--- config.mk ---
export PLATFORM = sky130hd
export DESIGN_NAME = instruction_loader
export DESIGN_NICKNAME = d
export VERILOG_FILES = /design/src/rtl/instruction_loader_pkg.sv /design/src/rtl/instruction_loader_byte_packer.sv /design/src/rtl/instruction_loader.sv
export SDC_FILE = /design/constraint.sdc
export NUM_CORES = 1
export LEC_CHECK = 0
export BUFFER_PORTS_ARGS = -buffer_cell sky130_fd_sc_hd__buf_2
export CAP_MARGIN = 40
export CORE_MARGIN = 1.5
export CORE_UTILIZATION = 25
export DETAILED_ROUTE_END_ITERATION = 16
export GPL_TIMING_DRIVEN = 1
export MAX_ROUTING_LAYER = met4
export RECOVER_POWER = 100
export SETUP_SLACK_MARGIN = 0.2
export SLEW_MARGIN = 20
export SYNTH_ARGS = -nofsm -noshare
export SYNTH_HDL_FRONTEND = slang
export SYNTH_HIERARCHICAL = 1
export SYNTH_SLANG_ARGS = --single-unit
--- constraint.sdc ---
create_clock -name clk -period 2.1 [get_ports clk]
set_input_delay 0.21 -clock clk [delete_from_list [all_inputs] [get_ports clk]]
set_output_delay 0.21 -clock clk [all_outputs]
set_load 0.01 [all_outputs]
--- src/rtl/instruction_loader_pkg.sv ---
// Shared constants for the instruction memory loader: instruction geometry,
// the NOP encoding and the loader FSM state encodings.
package instruction_loader_pkg;

  localparam int unsigned InstLen      = 32;
  localparam int unsigned InstMemSize  = 1024;
  localparam int unsigned ByteW        = 8;
  localparam int unsigned BytesPerInst = InstLen / ByteW;

  localparam logic [InstLen-1:0] NopInst = 32'hE0000000;

  typedef enum logic [1:0] {
    StIdle   = 2'd0,
    StLoad   = 2'd1,
    StCheck  = 2'd2,
    StFinish = 2'd3
  } loader_state_e;

endpackage

--- src/rtl/instruction_loader_byte_packer.sv ---
// Byte index and big-endian shift register assembling stream bytes into
// instruction words; the first byte lands in the most-significant lane.
module loader_byte_packer
  import instruction_loader_pkg::*;
#(
  parameter int unsigned WORD_W = InstLen
) (
  input  logic              clk,
  input  logic              rst_n,
  input  logic              clear,
  input  logic              byte_valid,
  input  logic [ByteW-1:0]  byte_data,
  output logic              last_byte,
  output logic              word_valid,
  output logic [WORD_W-1:0] word
);

  localparam int unsigned NBytes = WORD_W / ByteW;
  localparam int unsigned IdxW   = $clog2(NBytes);

  logic [IdxW-1:0]         idx_q;
  logic [WORD_W-ByteW-1:0] shreg_q;

  always_ff @(posedge clk or negedge rst_n) begin
    if (!rst_n) begin
      idx_q   <= '0;
      shreg_q <= '0;
    end else if (clear) begin
      idx_q   <= '0;
      shreg_q <= '0;
    end else if (byte_valid) begin
      idx_q   <= idx_q + 1'b1;
      shreg_q <= {shreg_q[WORD_W-2*ByteW-1:0], byte_data};
    end
  end

  assign last_byte  = (idx_q == IdxW'(NBytes - 1));
  assign word_valid = byte_valid && last_byte;
  // Combinational completion so the word is usable on its accepting edge.
  assign word       = {shreg_q, byte_data};

endmodule

--- src/rtl/instruction_loader.sv ---
// Streams a program into the byte-wide instruction memory while stalling the core.
// Optional trailing checksum word: define INSTRUCTION_LOADER_CHECKSUM_EN.
module instruction_loader
  import instruction_loader_pkg::*;
#(
  parameter int unsigned INST_LEN = InstLen,
  parameter int unsigned MEM_SIZE = InstMemSize,
  parameter int unsigned ADDR_W   = 32,
  parameter int unsigned CNT_W    = 16
) (
  input  logic              clk,
  input  logic              rst_n,
  input  logic              start,
  input  logic [ADDR_W-1:0] base_addr,
  input  logic [CNT_W-1:0]  word_count,
  input  logic              in_valid,
  input  logic [ByteW-1:0]  in_data,
  output logic              in_ready,
  output logic              mem_we,
  output logic [ADDR_W-1:0] mem_addr,
  output logic [ByteW-1:0]  mem_wdata,
  output logic              cpu_hold,
  output logic              busy,
  output logic              done,
  output logic              error
);

  localparam logic [ADDR_W-1:0] OffMask = ADDR_W'(MEM_SIZE - 1);

  loader_state_e      state_q;
  logic [ADDR_W-1:0]  addr_q, addr_inc;
  logic [CNT_W-1:0]   remain_q;
  logic               mem_we_q, done_q;
  logic [ADDR_W-1:0]  mem_addr_q;
  logic [ByteW-1:0]   mem_wdata_q;
  logic               accept, start_take, last_byte, last_word, word_valid;
  logic [INST_LEN-1:0] word;

  assign in_ready   = (state_q == StLoad) || (state_q == StCheck);
  assign accept     = in_valid && in_ready;
  assign start_take = (state_q == StIdle) && start;
  assign last_word  = (remain_q == CNT_W'(1));
  // Increment within the memory window, keeping any upper address bits.
  assign addr_inc   = (addr_q & ~OffMask) | ((addr_q + 1'b1) & OffMask);

  loader_byte_packer #(
    .WORD_W(INST_LEN)
  ) u_packer (
    .clk       (clk),
    .rst_n     (rst_n),
    .clear     (start_take),
    .byte_valid(accept),
    .byte_data (in_data),
    .last_byte (last_byte),
    .word_valid(word_valid),
    .word      (word)
  );

  always_ff @(posedge clk or negedge rst_n) begin
    if (!rst_n) begin
      state_q     <= StIdle;
      addr_q      <= '0;
      remain_q    <= '0;
      mem_we_q    <= 1'b0;
      mem_addr_q  <= '0;
      mem_wdata_q <= '0;
      done_q      <= 1'b0;
    end else begin
      mem_we_q <= 1'b0;
      done_q   <= 1'b0;
      unique case (state_q)
        StIdle: begin
          if (start) begin
            addr_q   <= base_addr & ~ADDR_W'(3);
            remain_q <= word_count;
            state_q  <= (word_count == '0) ? StFinish : StLoad;
          end
        end
        StLoad: begin
          if (accept) begin
            mem_we_q    <= 1'b1;
            mem_addr_q  <= addr_q;
            mem_wdata_q <= in_data;
            addr_q      <= addr_inc;
            if (last_byte) begin
              remain_q <= remain_q - 1'b1;
              if (last_word) begin
`ifdef INSTRUCTION_LOADER_CHECKSUM_EN
                state_q <= StCheck;
`else
                state_q <= StFinish;
`endif
              end
            end
          end
        end
`ifdef INSTRUCTION_LOADER_CHECKSUM_EN
        StCheck: begin
          if (word_valid) state_q <= StFinish;
        end
`endif
        StFinish: begin
          done_q  <= 1'b1;
          state_q <= StIdle;
        end
        default: state_q <= StIdle;
      endcase
    end
  end

`ifdef INSTRUCTION_LOADER_CHECKSUM_EN
  logic [INST_LEN-1:0] csum_q;
  logic                error_q;

  always_ff @(posedge clk or negedge rst_n) begin
    if (!rst_n) begin
      csum_q  <= '0;
      error_q <= 1'b0;
    end else if (start_take) begin
      csum_q  <= '0;
      error_q <= 1'b0;
    end else if (word_valid) begin
      if (state_q == StLoad) begin
        csum_q <= csum_q ^ word;
      end else if ((state_q == StCheck) && (word != csum_q)) begin
        error_q <= 1'b1;
      end
    end
  end

  assign error = error_q;
`else
  logic unused_word;
  assign unused_word = ^{word, word_valid};
  assign error       = 1'b0;
`endif

  assign mem_we    = mem_we_q;
  assign mem_addr  = mem_addr_q;
  assign mem_wdata = mem_wdata_q;
  assign done      = done_q;
  assign busy      = (state_q != StIdle);
  assign cpu_hold  = busy;

endmodule

==> results.cfg <==
[worst_setup_path]
critPathSlowestCell = dfrtp_1
endpoint_kind = register
cp_top_family = simple AND/OR/NAND/NOR gates
crit_chain = inv_1, ha_4, mux2i_1, buf_4, or2_4, or4_1, nand3b_1
cp_num_buf_inv = 2
max_stage_delay_ns = 0.44
crit_type = reg2reg
crit_path_start_kind = register
path_max_fanout = 10
required_ns = 2.37
worstPathArrival_ns = 2.19

[power_and_ir_drop]
peakVddDrop_mv = 0.549
power_leakage_nw = 2.55
power.density_nw_per_um2 = 1580

[final_layout]
multi_input_area_um2 = 2010
area_growth_pct = 28.8
layout_commonest_cell = dfrtp_1
nets = 607
layout_common_cells = dfrtp_1, nand2_1, buf_2
drive_above_1_share = 0.309
ff_latch_area_um2 = 2350
antenna-diode-count = 0
fin_area_um2 = 5730
fillerInstances = 1797

[clocking]
clock_path_buffers = 2
cts_buffers = 9
cts_tree = yes
htree_levels = 3
clkLatencyLatePin_ns = 0.34
cts-root-buf = clkbuf_16
clock_sinks = 94
path_clk_slew_ns = 0.06

[run_status]
outcome = complete, no violations

[global_route]
first_global_vias = 3773
track_usage = 0.135
grt_pass1_wl_um = 18900
overflow = 0
antenna_found_initial = 0
grt_start_max_net_pins = 44

[detailed_routing]
drc_errors = 0
ant_nets = 0
wirelength_um = 11700
drt_iter0_markers = 174
first_pass_iters = 4
via_per_inst = 4.74
vias = 3642
routedWlPerCell_um = 15.2

[sta]
finalSetupViolCount = 0
drv_slew = 0
skew_ns = 0.00532
fmax_mhz = 523
tightest_slew_ns = 0.718
hold_violations = 0
post-route-period-util = 0.911
fin_setup_tns_ns = 0
grt_setup_unrepaired = yes
fin_crit_ns = 1.91
slew_headroom = 0.521

[floorplan]
initial_utilization = 0.256
die_y_um = 136
dieArea_um2 = 18600
fp.dieW_um = 136
coreArea_um2 = 17400
core.rowCount = 48
pin_count = 106

[placement]
post_dp_cell_area_um2 = 5270
port-buffer-count = 102
gp_congestion = 0.815
dp_hpwl_um = 8460

[logic_synthesis]
netlist_instances = 422
yosys_warnings = 6
syn_nets = 489
syn_area_per_cell_um2 = 10.5
netlist_area_um2 = 4450

[hold_path]
hold_class = in2reg

[run]
cap_violations = 0
-- state kept, by name, indices dropped and copies added, names as in the netlist --
name,cells
addr_q,32
mem_addr,32
remain_q,16
mem_wdata,8
state_q,2
u_packer/idx_q,2
done,1
mem_we,1
-- area by class of cell --
type / instances / area share
flip-flops and latches: 94 / 0.411
clock buffers: 10 / 0.0399
inverters: 13 / 0.00917
repair buffers: 132 / 0.124
clock inverters: 4 / 0.0170
well taps: 225 / 0.0491
multi-input cells: 290 / 0.350
-- stage by stage --
| step | hold slack (ns) | setup WS [ns] | util | total power [mW] | std cells |
|---|---|---|---|---|---|
| floorplan | -0.0856 | 0.217 | - | 5.76 | 422 |
| global placement | 0.153 | -0.0617 | 0.303 | 6.86 | 746 |
| detailed placement | 0.157 | 0.0310 | 0.304 | 7.06 | 747 |
| CTS | 0.0439 | 0.145 | 0.327 | 9.07 | 766 |
| global route | 0.0516 | 0.0856 | 0.330 | 9.79 | 768 |
| finish | 0.0638 | 0.187 | 0.330 | 9.08 | 768 |
-- routing by layer --
metal | vias up | GRT usage | part of all wire
met1 | 1759 | 0.166 | 0.44
met5 | - | - | 0
met3 | 19 | 0.0358 | 0.060
met2 | 126 | 0.214 | 0.49
li1 | 1738 | - | -
met4 | 0 | 0.0479 | 0.016
-- final timing paths --
kind / from / slack [ns] / depth (start not counted) / to
worst min-delay path: base_addr[15] / 0.06 / 3 / addr_q[15]$_DFFE_PN0P_
min in group asynchronous: rst_n / 0.44 / 2 / remain_q[4]$_DFFE_PN0P_
worst min register to register: addr_q[25]$_DFFE_PN0P_ / 0.47 / 2 / addr_q[25]$_DFFE_PN0P_
worst max-delay path: state_q[0]$_DFFE_PN0P_ / 0.19 / 7 / remain_q[10]$_DFFE_PN0P_
worst max register to register: state_q[0]$_DFFE_PN0P_ / 0.19 / 7 / remain_q[10]$_DFFE_PN0P_
max in group asynchronous: rst_n / 0.48 / 3 / remain_q[0]$_DFFE_PN0P_
-- tightest hold or removal path: stages --
cell	delay, ns
buf_2	0.08
nand2_1	0.04
nand2_1	0.04
-- power by group --
group | internal [mW] | switching, mW
Combinational | 1.80 | 2.06
Sequential | 2.70 | 0.686
Clock | 1.15 | 0.676
-- repair_timing --
action,4_1_cts,5_1_grt
setup endpoints to repair,33,50
pin swaps,1,2
hold buffers,1,0
gates cloned,1,0
buffers inserted,3,2
endpoints found under the hold margin,24,0
gates resized for setup,11,30
(Power assumes the default switching activity.)
